<file path="src/rtl/lsu_mem_port.sv">
// lsu_mem_port: RV32 load/store memory port with alignment check, req/gnt/rvalid handshake and timeout
// Ports: clk, rst_n (async, active-low); req_* from execute; busy/done/err_* status;
//        readdata/d_select/funct3 to the load slicer; mem_* data memory bus.
module lsu_mem_port #(
  parameter int TIMEOUT_CYCLES = 255
) (
  input  logic        clk,
  input  logic        rst_n,
  input  logic        req_valid,
  input  logic        req_we,
  input  logic [2:0]  req_funct3,
  input  logic [31:0] req_addr,
  input  logic [31:0] req_wdata,
  output logic        busy,
  output logic        done,
  output logic        err_misaligned,
  output logic        err_timeout,
  output logic [31:0] readdata,
  output logic [1:0]  d_select,
  output logic [2:0]  funct3,
  output logic        mem_req,
  input  logic        mem_gnt,
  output logic [31:0] mem_addr,
  output logic        mem_we,
  output logic [3:0]  mem_be,
  output logic [31:0] mem_wdata,
  input  logic        mem_rvalid,
  input  logic [31:0] mem_rdata
);
  localparam int CW = (TIMEOUT_CYCLES > 255) ? $clog2(TIMEOUT_CYCLES + 1) : 8;
  localparam logic [CW-1:0] LAST = CW'((TIMEOUT_CYCLES == 0) ? 0 : TIMEOUT_CYCLES - 1);
  localparam logic TO_EN = TIMEOUT_CYCLES != 0;
  typedef enum logic [1:0] {IDLE, REQ, WAIT, DONE} state_e;
  state_e state_q, state_d;
  logic [CW-1:0] cnt_q, cnt_d;
  logic we_q, we_d, err_mis_q, err_mis_d, err_to_q, err_to_d;
  logic [2:0] req_f3_q, req_f3_d, out_f3_q, out_f3_d;
  logic [31:0] addr_q, addr_d, wdata_q, wdata_d, rdata_q, rdata_d;
  logic [3:0] be_q, be_d;
  logic [1:0] dsel_q, dsel_d, size;
  logic illegal, accept, take, timeout, load_done;
  logic [3:0] be_new;
  logic [31:0] wd_new;
  always_comb begin
    size = req_funct3[1:0];
    illegal = (size == 2'b11) | (size == 2'b01 & req_addr[0]) |
              (size == 2'b10 & |req_addr[1:0]) | (req_we & req_funct3[2]);
    accept = state_q == IDLE & req_valid;
    take = accept & !illegal;
    // the awaited event (gnt in REQ, rvalid in WAIT) always wins over expiry
    timeout = TO_EN & cnt_q == LAST &
              ((state_q == REQ & !mem_gnt) | (state_q == WAIT & !mem_rvalid));
    load_done = state_q == WAIT & mem_rvalid & !we_q;
    be_new = !req_we ? 4'b1111 :
             size == 2'b00 ? 4'b0001 << req_addr[1:0] :
             size == 2'b01 ? 4'b0011 << {req_addr[1], 1'b0} : 4'b1111;
    wd_new = !req_we ? 32'h0 :
             size == 2'b00 ? {4{req_wdata[7:0]}} :
             size == 2'b01 ? {2{req_wdata[15:0]}} : req_wdata;
    state_d = state_q;
    case (state_q)
      IDLE: state_d = !req_valid ? IDLE : illegal ? DONE : REQ;
      REQ:  state_d = mem_gnt ? WAIT : timeout ? DONE : REQ;
      WAIT: state_d = (mem_rvalid | timeout) ? DONE : WAIT;
      default: state_d = IDLE;
    endcase
    cnt_d = (state_q == REQ | state_q == WAIT) ? cnt_q + CW'(1) : '0;
    we_d = take ? req_we : we_q;
    req_f3_d = take ? req_funct3 : req_f3_q;
    addr_d = take ? req_addr : addr_q;
    be_d = take ? be_new : be_q;
    wdata_d = take ? wd_new : wdata_q;
    rdata_d = load_done ? mem_rdata : rdata_q;
    dsel_d = load_done ? addr_q[1:0] : dsel_q;
    out_f3_d = load_done ? req_f3_q : out_f3_q;
    err_mis_d = accept & illegal;
    err_to_d = timeout;
  end
  always_ff @(posedge clk or negedge rst_n) begin
    if (!rst_n) begin
      state_q <= IDLE;
      cnt_q <= '0;
      we_q <= 1'b0;
      req_f3_q <= '0;
      addr_q <= '0;
      be_q <= '0;
      wdata_q <= '0;
      rdata_q <= '0;
      dsel_q <= '0;
      out_f3_q <= '0;
      err_mis_q <= 1'b0;
      err_to_q <= 1'b0;
    end else begin
      state_q <= state_d;
      cnt_q <= cnt_d;
      we_q <= we_d;
      req_f3_q <= req_f3_d;
      addr_q <= addr_d;
      be_q <= be_d;
      wdata_q <= wdata_d;
      rdata_q <= rdata_d;
      dsel_q <= dsel_d;
      out_f3_q <= out_f3_d;
      err_mis_q <= err_mis_d;
      err_to_q <= err_to_d;
    end
  end
  assign busy = accept | state_q == REQ | state_q == WAIT;
  assign done = state_q == DONE;
  assign err_misaligned = err_mis_q;
  assign err_timeout = err_to_q;
  assign readdata = rdata_q;
  assign d_select = dsel_q;
  assign funct3 = out_f3_q;
  assign mem_req = state_q == REQ;
  assign mem_addr = {addr_q[31:2], 2'b00};
  assign mem_we = we_q;
  assign mem_be = be_q;
  assign mem_wdata = wdata_q;
endmodule

</file>
<file path="config.mk">
export PLATFORM = sky130hd
export DESIGN_NAME = lsu_mem_port
export DESIGN_NICKNAME = d
export VERILOG_FILES = /design/src/rtl/lsu_mem_port.sv
export SDC_FILE = /design/constraint.sdc
export NUM_CORES = 1
export LEC_CHECK = 0
export BUFFER_PORTS_ARGS = -buffer_cell sky130_fd_sc_hd__clkbuf_2
export CAP_MARGIN = 25
export CORE_ASPECT_RATIO = 1.5
export CORE_MARGIN = 2
export CORE_UTILIZATION = 33
export DETAILED_ROUTE_END_ITERATION = 6
export PLACE_DENSITY_LB_ADDON = 0.08
export SLEW_MARGIN = 20
export SYNTH_ARGS = -nofsm -noshare
export SYNTH_HDL_FRONTEND = slang
export SYNTH_SLANG_ARGS = --single-unit
</file>
<file path="constraint.sdc">
create_clock -name clk -period 4.85 [get_ports clk]
set_input_delay 0.485 -clock clk [delete_from_list [all_inputs] [get_ports clk]]
set_output_delay 0.485 -clock clk [all_outputs]
set_load 0.02 [all_outputs]
</file>
Word level (Yosys, flattened, before mapping)
Cells that the tools add are included.

operators by class
  bitwise logic cells = 19
  eq/ne operators = 7
  shift operators = 2
  $add $sub $neg = 1
  muxes and demuxes = 13
  reductions and logical operators = 7

operator list
  cell                                                               count
  32-bit 2-to-1 mux                                                  3
  4-bit 2-to-1 mux                                                   3
  1-bit bitwise AND                                                  11
  8-bit by 1-bit adder with 8-bit output, second input constant      1
  2-bit == test, second input constant                               4
  8-bit == test, second input constant                               1
  2-bit 2-to-1 mux                                                   4
  8-bit 2-to-1 mux                                                   1
  1-bit bitwise OR                                                   8
  2-bit one-hot mux with 3 select lines                              1
  2-bit by 1-bit == test with 1-bit output, second input constant    2
  1-bit zero test                                                    4
  2-bit zero test                                                    2
  1-bit by 2-bit << shifter with 4-bit output, first input constant  1
  2-bit by 2-bit << shifter with 4-bit output, first input constant  1
  2-bit OR reduction                                                 1
  1-bit 2-to-1 mux                                                   1

storage, ports and cells
  output and inout bits = 111
  logic and storage cells = 61
  input port bits = 105
  flip-flop bits (word level) = 121

Longest topological paths before layout
  depth in word-level cells = 8
  depth in mapped cells = 8
  gate-level depth less buffers = 6

Least setup slack after synthesis
No wires, ideal clock.

  kind = flip-flop to output port
  start = reg state_q[0]
  end = out busy
  cell stages (with the launch flop) = 5
  path buffers = 0
  slack = 3156 ps
  arrival = 1209 ps
  cells stage by stage = dfrtp_1 inv_1 ha_1 and2_1 or3_1

between the ends
  longest elaborated chain between the ends = 4

ends and longest elaborated chain
  element                   RTL line  text
  start: declaration        34        state_e state_q, state_d;
  start signal: assignment  94        state_q <= state_d;
  2-bit zero test           48        accept = state_q == IDLE & req_valid;
  1-bit bitwise AND         48
  1-bit bitwise OR          108       assign busy = accept | state_q == REQ | state_q == WAIT;
  1-bit bitwise OR (*)      108
  end: declaration          14        output logic busy,

Mark *: on every way between the ends. The rest lies on a longest branch, timed or not.

Worst setup path in the final report
Same ends and word-level chain as after synthesis.

==> reports/qor.csv <==
stage,metric,value,unit
outcome,outcome,"finished, final reports clean",
sta,slew_violations,0,
finish,syn_to_final_growth,30.75,%
cts,postCtsSetupRepairBufs,0,
die,fp.dieH,160.4,um
placement,dp.cells,811,
sta,fin_worst_skew,0.007314,ns
finish,final_cell_count_no_fill,846,
power,power.share.combinational,0.363,
detailed_routing,ant_nets,0,
cts,cts_num_sinks,121,
placement,hpwl,9.971,mm
die,core,16050,um^2
sta,hold_viol,0,
synth,ys_seq_area_frac,0.5629,
sta,period_share,0.4658,
synth,ys_types,34,
global_route,grt_use_total,0.1591,
placement,gp_congestion,0.7979,
detailed_routing,drt-pass1-iter-count,4,
detailed_routing,finalWirelength,13.28,mm
synth,syn_area_per_cell,12.20,um^2
sta,setup_violations,0,
die,start_util,0.3352,
detailed_routing,viasPerCell,4.591,
global_route,use_met3,0.04870,
finish,fillers,1586,
detailed_routing,drt_drc_violations_left,0,
worst_setup_path,required,4.37,ns
synth,syn_inst,441,
global_route,globalRouteMet1Util,0.1687,
worst_setup_path,worstPathArrival,1.77,ns
flow_run,maxCapViolCount,0,
power,power_frac_seq,0.360,
sta,post-route-min-period,2.259,ns
placement,place_area,6369,um^2
finish,ff_latch_area,3028,um^2
die,num_rows,57,
cts,root_buffer,clkbuf_16,
cts,cts_tree,done,
global_route,grt_max_degree,75,
cts,clk_latency,0.40,ns
finish,multiInputGateArea,1954,um^2
sta,fmax,0.4427,GHz
detailed_routing,via_count,3884,
synth,yosysWarnings,0,
cts,clkTransAtPathRegs,0.06,ns
power,p_clk_frac,0.277,
cts,cts_resized,0,
global_route,antenna_found_initial,1,
global_route,grt_pass1_wl,21.30,mm
power,internal_power,0.003020,W
sta,fin_setup_tns,0,ns
cts,hold_buffers,0,
cts,htree_levels,4,
finish,nNetsFinal,737,
global_route,grt.overflow.total,0,
power,leakage,3.562,nW
finish,drive_gt1_frac,0.4507,
sta,rsz0062_at_grt,no,
finish,stdcell_area,7033,um^2
die,dieArea,17360,um^2
worst_setup_path,worstPathMaxFanout,4,
global_route,grt_pass1_vias,4122,
sta,relSlewSlack,0.5944,
detailed_routing,post_drt_wl_per_cell,15.70,um
min_path,hold_class,input port to async pin,
global_route,grt_use_met2,0.2930,
global_route,grt_most_used_layer,met2,
finish,fin_util,0.4383,
power,switchingPower,0.001733,W
power,powerDensity,675.8,nW/um^2
cts,cts_buffer_depth,2,
sta,tightestPinTransition,0.6084,ns
placement,portBuffers,213,
die,ios,216,
power,swShare,0.3646,
cts,cts_buffers,17,
worst_setup_path,critPathCaptureType,primary output,
power,peakVddDrop,272.5,uV
synth,yosys_register_bits,121,
worst_setup_path,start_kind,register,
worst_setup_path,worstSetupPathType,register to primary output,
die,die_w,108.2,um
synth,synth_area,5379,um^2
detailed_routing,drt-initial-drc-count,81,
==> critical path, cell delays in order, from the launching register on <==
cell and delay (ns):
dfrtp_1 0.37, inv_1 0.07, ha_1 0.21, and2_1 0.23, or3_1 0.32, clkbuf_2 0.17
==> per-stage QoR <==
| step | worst slack (ns) | total power (W) | hold slack [ns] |
|---|---|---|---|
| 3_5_place_dp | 1.893 | 0.003494 | 0.4704 |
| 6_report | 2.591 | 0.004753 | 0.02833 |
| 5_1_grt | 2.477 | 0.005067 | 0.04399 |
| 2_1_floorplan | 3.156 | 0.002978 | 0.1894 |
| 3_3_place_gp | 1.968 | 0.003452 | 0.4637 |
| 4_1_cts | 2.321 | 0.004835 | 0.2532 |
==> path summary, 6_finish.rpt <==
check / from / endpoint / slack [ns] / cells past startpoint
worst max-delay path: state_q[0]$_DFF_PN0_ / busy / 2.59 / 5
worst min-delay path: rst_n / mem_wdata[27]$_DFFE_PN0P_ / 0.03 / 1
worst max register to register: state_q[0]$_DFF_PN0_ / addr_q[6]$_DFFE_PN0P_ / 2.80 / 7
worst min register to register: mem_wdata[15]$_DFFE_PN0P_ / mem_wdata[15]$_DFFE_PN0P_ / 0.47 / 2
max in group asynchronous: rst_n / readdata[20]$_DFFE_PN0P_ / 3.55 / 3
min in group clk: req_addr[21] / addr_q[21]$_DFFE_PN0P_ / 0.30 / 2
==> synthesized netlist by cell type <==
cell type,instances,area share
dfrtp_1,121,0.56
nand2_1,64,0.045
mux2_2,37,0.077
mux2_1,35,0.073
buf_4,33,0.046
o21ai_0,33,0.031
mux2i_1,24,0.045
o31ai_1,16,0.022
buf_2,14,0.013
and2_1,8,0.0093
a21oi_1,6,0.0056
ha_1,6,0.014
inv_1,5,0.0035
buf_6,4,0.0084
clkbuf_1,4,0.0028
nand2b_1,4,0.0047
nand3_1,4,0.0037
xnor2_1,4,0.0065
nor2_1,2,0.0014
nor2b_1,2,0.0023
xor2_1,2,0.0033
a2111oi_2,1,0.0028
a21o_1,1,0.0014
a31oi_1,1,0.0012
and3_1,1,0.0012
clkinv_1,1,0.00070
conb_1,1,0.00070
nand3b_1,1,0.0014
nand4_1,1,0.0012
nor2_2,1,0.0012
nor3_1,1,0.00093
nor3_2,1,0.0019
o211ai_4,1,0.0040
or3_1,1,0.0012
==> kinds of logic after synthesis <==
| logic type | Yosys count | share of synthesized area |
|---|---|---|
| muxes | 96 | 0.1954 |
| buffers and inverters | 61 | 0.07444 |
| other | 1 | 0.0006972 |
| adders and majority gates | 6 | 0.01396 |
| DFF | 121 | 0.5629 |
| xor gates and xnor gates | 6 | 0.009770 |
| and+or+nand+nor | 91 | 0.07490 |
| AOI/OAI and AO/OA | 59 | 0.06792 |
==> sequential cells by signal, summed over array words and instances, names as in the netlist <==
| register | count |
|---|---|
| req_f3_q | 3 |
| mem_be | 4 |
| mem_we | 1 |
| state_q | 2 |
| cnt_q | 8 |
| d_select | 2 |
| err_misaligned | 1 |
| readdata | 32 |
| err_timeout | 1 |
| funct3 | 3 |
| addr_q | 32 |
| mem_wdata | 32 |
==> power groups by stage <==
stage          Sequential, W  Combinational, W  Clock (W)
3_3_place_gp         0.00172           0.00173          0
2_1_floorplan        0.00205          0.000928          0
6_report             0.00171           0.00173    0.00132
4_1_cts              0.00172           0.00176    0.00136
5_1_grt              0.00178           0.00188    0.00140
3_5_place_dp         0.00174           0.00176          0
==> layout make-up <==
class,instances,share of cell area
Antenna cell,1,0.0003558
Clock buffer,24,0.06707
Clock inverter,8,0.02028
Inverter,6,0.003202
Multi-Input combinational cell,260,0.2779
Sequential cell,121,0.4305
Tap cell,206,0.03665
Timing Repair Buffer,220,0.1640
==> cell usage in the layout (no fill, tap or decap), types with 3 or more instances in the layout <==
cell type    n
a21oi_1      6
and2_1       8
buf_4        6
bufinv_16    4
clkbuf_1     5
clkbuf_16   17
clkbuf_2   212
clkinv_2     3
dfrtp_1    121
ha_1         6
inv_1        5
mux2_1      35
mux2_2      37
mux2i_1     24
nand2_1     64
nand2b_1     4
nand3_1      4
o21ai_0     33
o31ai_1     16
xnor2_1      4
==> per-layer routing <==
layer  vias to the layer above  share of wire  routed length, um
li1                       1847              -                  -
met1                      1883           0.38               5075
met2                       143           0.54               7167
met3                        11          0.067                888
met4                         0          0.011                152
met5                         -              0                  0
Note: power is estimated with default switching activity, not from simulation.
